[config.mk]
export PLATFORM = sky130hd
export DESIGN_NAME = twos_comp_bcd
export DESIGN_NICKNAME = d
export VERILOG_FILES = /design/src/rtl/twos_comp_bcd.sv
export SDC_FILE = /design/constraint.sdc
export NUM_CORES = 1
export LEC_CHECK = 0
export CORE_ASPECT_RATIO = 1.1
export CORE_MARGIN = 1.5
export CORE_UTILIZATION = 60
export DETAILED_ROUTE_END_ITERATION = 10
export HOLD_SLACK_MARGIN = 0.03
export PLACE_DENSITY = 0.88
export SLEW_MARGIN = 20
export SYNTH_ARGS = -nofsm -noshare
export SYNTH_HDL_FRONTEND = slang
export SYNTH_SLANG_ARGS = --single-unit
[constraint.sdc]
create_clock -name i_clk -period 2.6 [get_ports i_clk]
set_input_delay 0.52 -clock i_clk [delete_from_list [all_inputs] [get_ports i_clk]]
set_output_delay 0.52 -clock i_clk [all_outputs]
set_load 0.01 [all_outputs]
[src/rtl/twos_comp_bcd.sv]
// Signed/unsigned word to packed BCD converter using a multi-cycle double-dabble engine.
// Optional leading-zero blanking is enabled by defining TWOS_COMP_BCD_LZB_EN.
module twos_comp_bcd #(
  parameter  int DATA_W = 16,
  parameter  int DIGITS = 5,
  localparam int CNT_W  = $clog2(DATA_W + 1)
) (
  input  logic                  i_clk,
  input  logic                  i_rst_n,
  input  logic                  i_valid,
  output logic                  o_ready,
  input  logic [DATA_W-1:0]     i_data,
  input  logic                  i_signed,
  output logic                  o_valid,
  input  logic                  i_ready,
  output logic [4*DIGITS-1:0]   o_bcd,
  output logic                  o_neg,
  output logic                  o_ovf
);

  typedef enum logic [1:0] {IDLE, CONV, DONE} state_t;

  state_t              state_q, state_d;
  logic [DATA_W-1:0]   mag_q;
  logic [4*DIGITS-1:0] bcd_q;
  logic [4*DIGITS-1:0] bcd_adj;
  logic [4*DIGITS-1:0] bcd_disp;
  logic                neg_q;
  logic                ovf_q;
  logic [CNT_W-1:0]    cnt_q;
  logic                is_neg;

  assign o_ready = (state_q == IDLE);
  assign o_valid = (state_q == DONE);
  assign is_neg  = i_signed & i_data[DATA_W-1];

  // Add-3 correction per digit; digits never carry into each other.
  always_comb begin
    bcd_adj = bcd_q;
    for (int i = 0; i < DIGITS; i++) begin
      if (bcd_q[4*i +: 4] >= 4'd5) bcd_adj[4*i +: 4] = bcd_q[4*i +: 4] + 4'd3;
    end
  end

`ifdef TWOS_COMP_BCD_LZB_EN
  logic seen_nz;

  // Digit 0 is never blanked so a zero result still shows "0".
  always_comb begin
    bcd_disp = bcd_q;
    seen_nz  = 1'b0;
    for (int i = DIGITS - 1; i >= 1; i--) begin
      if (bcd_q[4*i +: 4] != 4'd0) seen_nz = 1'b1;
      if (!seen_nz) bcd_disp[4*i +: 4] = 4'hF;
    end
  end
`else
  assign bcd_disp = bcd_q;
`endif

  always_comb begin
    state_d = state_q;
    case (state_q)
      IDLE:    if (i_valid)         state_d = CONV;
      CONV:    if (cnt_q == '0)     state_d = DONE;
      DONE:    if (i_ready)         state_d = IDLE;
      default:                      state_d = IDLE;
    endcase
  end

  // NOTE: sequential state uses non-blocking assignments so every register
  // samples pre-edge values regardless of statement order.
  always_ff @(posedge i_clk or negedge i_rst_n) begin
    if (!i_rst_n) state_q <= IDLE;
    else          state_q <= state_d;
  end

  always_ff @(posedge i_clk or negedge i_rst_n) begin
    if (!i_rst_n) begin
      mag_q <= '0;
      bcd_q <= '0;
      neg_q <= 1'b0;
      ovf_q <= 1'b0;
      cnt_q <= '0;
      o_bcd <= '0;
      o_neg <= 1'b0;
      o_ovf <= 1'b0;
    end else begin
      case (state_q)
        IDLE: begin
          if (i_valid) begin
            neg_q <= is_neg;
            mag_q <= is_neg ? (~i_data + DATA_W'(1)) : i_data;
            bcd_q <= '0;
            ovf_q <= 1'b0;
            cnt_q <= CNT_W'(DATA_W);
          end
        end
        CONV: begin
          if (cnt_q != '0) begin
            {bcd_q, mag_q} <= {bcd_adj[4*DIGITS-2:0], mag_q, 1'b0};
            ovf_q          <= ovf_q | bcd_adj[4*DIGITS-1];
            cnt_q          <= cnt_q - CNT_W'(1);
          end else begin
            // Result registers only update here, so they hold through IDLE/CONV.
            o_bcd <= bcd_disp;
            o_neg <= neg_q;
            o_ovf <= ovf_q;
          end
        end
        default: ;
      endcase
    end
  end

endmodule

==> results.md, run 1 <==
- Setup TNS: 0 ns
- Clock Power Share: 17.9%
- Logic pwr share: 46.4%
- Max Root-Sink Buffers: 2
- Psw: 2.058 mW
- Max VDD drop: 1081 uV
- Starting Density: 63.56%
- Placed insts: 472
- Share of cells above drive strength 1: 11.38%
- Detailed placement HPWL: 5163 um
- Core area: 5500 sq um
- Nets: 441
- Drt first pass iters: 4
- Worst Skew: 0.01000 ns
- Critical path data required time: 2.84 ns
- Final GP Congestion: 0.9518
- Number of H-tree levels: 3
- Post-synth EDFFs: 0
- Relative slew slack: 56.00%
- Antenna-violating nets left: 0
- Status: finished clean
- Warnings, synthesis: 0
- R2R depth: 5
- Fin crit share: 84.55%
- Total track usage: 26.77%
- Mapped Avg Cell Area: 9.684 sq um
- Clock sinks: 67
- Post-Syn Area: 3496 sq um
- MaxCap Viol Count: 0
- Port-buffer cells: 44
- TritonCTS clock tree: done
- Grt total ovfl: 0
- Synthesis-stage register bit count: 67
- Clk_lat worst skew: 0.35 ns
- Area grow syn2layout: 20.22%
- Reg2reg start: state_q[1]
- Final Hold Viols: 0
- CTS resizes: 0
- Remaining DRCs: 0
- Final Max Tran Viols: 0
- Mapped Nets: 394
- Critical path capture point type: flip-flop
- Cts hold-fix bufs: 0
- Worst Path Arrival: 2.44 ns
- Fin cells: 488
- Hold crit path type: input port to async pin
- Most used DFF post-synth: dfrtp_1
- Die Y: 83.06 um
- # Post-CTS Setup Buffers: 0
- Number of global-route vias before repair: 2949
- Seq/Total Area, Yosys: 47.96%
- Sequential power share: 35.7%
- Global-route wire length before repair: 13080 um
- I/O Pins: 45
- Root buffer cell: clkbuf_8
- Clk pin slew, worst setup/hold paths: 0.07 ns
- Gate Count Post-Synth: 361
- Final setup viols: 0
- RSZ-0062 raised after global routing: false
- Worst Hold Slack: 0.1982 ns
- Reg2Reg Setup Slack: 0.40 ns
- Via count: 2851
- Max Fanout on Critical Path: 32
- ANT cells: 0
- Critical path startpoint category: flip-flop
- F_max: 454.9 MHz
- Pwr dens: 1216 nW/um^2
- Cell row count: 28
- Initial antenna violation count: 0
- Die footprint: 6294 sq um
- Sw frac: 40.28%
- Routed wire per std cell: 15.37 um
- Asr flop ratio synth: 100.0%
- Iteration-0 DRC Markers: 254
- Int Pwr: 3.051 mW
- Vias per Instance: 5.842
- Routed WL: 7502 um
- Largest net degree at the start of global routing: 35
- Min Tclk post-route: 2.198 ns
- Worst-Margin Slew: 0.6600 ns
- Leak: 1.835 nW
- Synth cell types: 46
- Die W: 75.78 um
- Number of buffers created by CTS: 9
- R2R Path End: cnt_q[3]
- Critical path class: flip-flop to flip-flop
- Design Power: 5.110 mW
- Final Util: 76.41%
[layout by cell type, fill, tap and decap left out, types with 2 or more instances in the layout]
cell type,instances
and2_1,2
a31oi_1,3
clkbuf_8,12
nor3b_1,3
xor2_1,7
nand3b_1,2
dfrtp_1,67
ha_1,12
mux2_2,11
nor3_1,11
or3_1,3
and3_1,3
nor2b_1,3
o21ai_0,39
a21oi_1,24
a32o_1,5
clkdlybuf4s50_1,43
nor2_1,22
nand2_2,2
nand2b_1,6
nand2_1,30
o211ai_1,3
clkinv_2,2
nand3_1,28
inv_1,17
o31ai_1,7
xnor2_1,10
mux2i_1,4
o21ai_1,5
buf_4,9
[cells in the mapped netlist (all sizes together) (7+ instances only)]
cell type,instances,area [sq um]
a21oi,24,120.1
buf,11,78.82
dfrtp,67,1677
ha,12,150.1
inv,18,67.56
mux2,11,123.9
nand2,32,125.1
nand3,28,140.1
nor2,24,100.1
nor3,11,55.05
o21ai,44,220.2
o31ai,7,52.55
xnor2,10,87.58
xor2,7,61.31
[worst max-delay path, stage by stage (launching register included)]
cell and delay, ns:
dfrtp_1 0.42, nor2b_1 0.43, nand2_2 0.49, or4_1 0.56, xor2_1 0.15, nor2_1 0.05
[layout make-up]
class / count / area, sq um
sequential: 67 / 1677
multi-input combinational: 259 / 1649
fill: 398 / 1297
timing repair buffer: 53 / 503.0
clock buffer: 12 / 165.2
tap: 75 / 93.84
inverter: 18 / 67.56
clock inverter: 4 / 47.55
[through the flow]
stage	setup WS, ns	cell area (sq um)
2_1_floorplan	0.9082	3496
3_3_place_gp	0.3340	3990
3_5_place_dp	0.2523	3990
4_1_cts	0.4083	4203
5_1_grt	0.2446	4203
6_report	0.4017	4203
[routing by layer]
metal	global-route usage (%)	routed length (um)	vias to the layer above	share of wire, %
met1	33.76	3199	1375	43
met4	11.85	124	0	1.7
met5	0	0	-	0
li1	-	-	1367	-
met2	42.92	3814	96	51
met3	6.068	364	13	4.9
[logic make-up after synthesis]
kind of cell	share of synthesized area, %
adder cells (fa/ha/maj)	4.295
multiplexers	4.689
flip-flops	47.96
XOR/XNOR	4.259
AO/OA/AOI/OAI	15.39
AND/OR/NAND/NOR	18.54
buffers and inverters	4.867
[worst max path at each step]
stage,from,to,slack [ns],depth (start not counted)
4_1_cts,state_q[1],cnt_q[3],0.41,5
3_5_place_dp,i_data[0],mag_q[14],0.25,8
6_report,state_q[1],cnt_q[3],0.40,5
2_1_floorplan,i_data[8],mag_q[13],0.91,5
3_3_place_gp,i_data[0],mag_q[14],0.33,8
5_1_grt,state_q[1],cnt_q[3],0.24,5
[state kept, by name, summed over array words and instances, names as in the netlist]
signal	count
bcd_disp	20
cnt_q	5
mag_q	16
neg_q	1
o_bcd	20
o_neg	1
o_ovf	1
ovf_q	1
state_q	2
[power groups by stage]
stage	logic, mW	registers, mW	clock network (mW)
finish	2.37	1.82	0.916
global route	2.64	1.88	0.981
CTS	2.37	1.82	0.931
detailed placement	2.35	1.83	0
global placement	2.24	1.80	0
floorplan	1.63	1.82	0
Power figures use the tool's default switching activity.
==> run 2, diff against run 1 <==
Settings changed: CORE_UTILIZATION 60 to 50, PLACE_DENSITY 0.88 to 0.78.
Clock period 2.6 ns to 1.9 ns, I/O delays scaled along.
==> run 2 against run 1 <==
Effect of this change: count of clock-buffer cells in the layout up 2; cell area up 6.3%; maximum frequency up 21%; clock skew about the same; sequential power up 36%; largest power group unchanged; global-route usage down 4.7 points; hold slack better by 0.28 ns; die area up 19%; clock power up 16%; highest routed layer unchanged; combinational power up 53%; critical endpoint unchanged; via count up 1.8%; largest cell class unchanged.
==> results.md, run 2 (synthesis gave the netlist of run 1 again) <==
- Design Power: 7.141 mW (was 5.110 mW)
- Reg2Reg Setup Slack: 0.08 ns (was 0.40 ns)
- TritonCTS clock tree: done (unchanged)
- CP delay by family, top: simple AND/OR/NAND/NOR gates (unchanged)
- Die footprint: 7503 sq um (was 6294 sq um)
- Max Root-Sink Buffers: 2 (unchanged)
- Final Hold Viols: 0 (unchanged)
- Critical path capture point type: flip-flop (unchanged)
- Routed wire per std cell: 14.45 um (was 15.37 um)
- Die W: 82.73 um (was 75.78 um)
- Min Tclk post-route: 1.818 ns (was 2.198 ns)
- Slowest-stage cell, CP: or4b_4 (was or4_1)
- Number of buffers created by CTS: 9 (unchanged)
- Area grow syn2layout: 27.81% (was 20.22%)
- Via count: 2902 (was 2851)
- Crit path buffers/inverters: 2 (was 0)
- Global-route wire length before repair: 12690 um (was 13080 um)
- Max Fanout on Critical Path: 16 (was 32)
- Critical path startpoint category: flip-flop (unchanged)
- Critical path class: flip-flop to flip-flop (unchanged)
- ANT cells: 0 (unchanged)
- Critical path data required time: 2.13 ns (was 2.84 ns)
- Grt total ovfl: 0 (unchanged)
- Iteration-0 DRC Markers: 228 (was 254)
- Setup TNS: 0 ns (unchanged)
- Clk pin slew, worst setup/hold paths: 0.07 ns (about the same)
- Most common cell after layout, fill and taps aside: dfrtp_1 (unchanged)
- Antenna-violating nets left: 0 (unchanged)
- Routed WL: 7529 um (was 7502 um)
- Peak per-stage delay on the critical path: 0.50 ns (was 0.56 ns)
- Die Y: 90.70 um (was 83.06 um)
- Clock sinks: 67 (unchanged)
- Leak: 2.002 nW (was 1.835 nW)
- Remaining DRCs: 0 (unchanged)
- Starting Density: 52.40% (was 63.56%)
- Most frequent cells in the layout: 67 x dfrtp_1, 41 x clkdlybuf4s50_1, 39 x o21ai_0 (was 67 x dfrtp_1, 43 x clkdlybuf4s50_1, 39 x o21ai_0)
- Crit path from: cnt_q[0] (was state_q[1])
- Drt first pass iters: 4 (unchanged)
- Hold crit path type: flip-flop to flip-flop (was input port to async pin)
- Cell row count: 31 (was 28)
- Worst Skew: 0.01011 ns (was 0.01000 ns)
- Max VDD drop: 674.7 uV (was 1081 uV)
- Nets: 467 (was 441)
- Vias per Instance: 5.570 (was 5.842)
- Core area: 6671 sq um (was 5500 sq um)
- Final setup viols: 0 (unchanged)
- Port-buffer cells: 44 (unchanged)
- Fillers: 533 (was 398)
- Largest net degree at the start of global routing: 33 (was 35)
- Final Max Tran Viols: 0 (unchanged)
- Total track usage: 22.04% (was 26.77%)
- Relative slew slack: 69.16% (was 56.00%)
- Root buffer cell: clkbuf_8 (unchanged)
- Clk_lat worst skew: 0.35 ns (about the same)
- Status: finished clean (unchanged)
- Reg2reg start: cnt_q[0] (was state_q[1])
- Final GP Congestion: 0.9019 (was 0.9518)
- I/O Pins: 45 (unchanged)
- F_max: 550.0 MHz (was 454.9 MHz)
- Initial antenna violation count: 0 (unchanged)
- Share of cells above drive strength 1: 16.40% (was 11.38%)
- Detailed placement HPWL: 5215 um (was 5163 um)
- Worst Path Arrival: 2.05 ns (was 2.44 ns)
- Critical-path cell list: inv_1 -> ha_2 -> or4b_4 -> nand2_4 -> buf_12 -> or4_1 -> xor2_1 -> nor2_1 (was nor2b_1 -> nand2_2 -> or4_1 -> xor2_1 -> nor2_1)
- Number of H-tree levels: 3 (unchanged)
- Min-delay src: o_bcd[8]
- Worst-Margin Slew: 0.4627 ns (was 0.6600 ns)
- Fin crit share: 95.70% (was 84.55%)
- Number of global-route vias before repair: 2896 (was 2949)
- Pwr dens: 1598 nW/um^2 (was 1216 nW/um^2)
- MaxCap Viol Count: 0 (unchanged)
-- run 2: changes by cell type in the layout (fill, tap and decap cells not counted), sizes merged, moves of 2 or more --
| cell | delta |
|---|---|
| dlymetal6s2s | +2 |
| buf | +24 |
| clkbuf | +3 |
| clkdlybuf4s50 | -2 |
-- run 2: layout make-up --
type / instances / area (sq um) / share of cell area, %
clock buffer: 14 / 162.7 / 3.640
clock inverter: 2 / 10.01 / 0.2240
inverter: 18 / 70.07 / 1.568
multi-input combinational: 259 / 1665 / 37.27
sequential: 67 / 1677 / 37.52
tap: 82 / 102.6 / 2.296
timing repair buffer: 79 / 780.7 / 17.47
-- run 2: metrics by stage --
stage | setup WS [ns] | cell area [sq um] | instances | util (%) | hold WS, ns
floorplan | 0.2177 | 3496 | 361 | - | 0.08441
global placement | -0.1572 | 4214 | 501 | 63.17 | 0.3592
detailed placement | -0.2160 | 4214 | 501 | 63.17 | 0.3592
CTS | 0.01116 | 4397 | 518 | 65.90 | 0.4833
global route | -0.01990 | 4468 | 521 | 66.97 | 0.5055
finish | 0.08173 | 4468 | 521 | 66.97 | 0.4777
-- run 2: per-layer routing --
layer	GRT usage (%)	vias up	part of all wire [%]
met5	0	-	0
met4	9.722	0	1.6
li1	-	1420	-
met3	5.152	12	3.9
met2	36.59	78	52
met1	26.62	1392	43
-- run 2: tightest hold or removal path: stages, from the launching register on --
cell,delay (ns)
dfrtp_1,0.34
nand2_1,0.05
o21ai_0,0.06
-- run 2: repair_timing --
item,4_1_cts,5_1_grt
endpoints found under the setup margin,0,28
endpoints found under the hold margin,17,0
resized for setup,0,10
hold buffers,1,0
buffers inserted,0,2
-- run 2: worst paths after layout --
kind                                to  depth (start not counted)
max in group asynchronous     mag_q[9]                          3
setup / recovery              cnt_q[3]                          8
setup reg to reg              cnt_q[3]                          8
min in group asynchronous  bcd_disp[5]                          2
hold / removal                o_bcd[8]                          2
hold reg to reg               o_bcd[8]                          2
-- run 2: report_power, final --
part,leakage [nW],internal (mW),switching [mW]
Combinational,1.06,1.73,1.89
Clock,0.0905,0.542,0.514
Sequential,0.856,2.04,0.428
Total,2.00,4.31,2.83
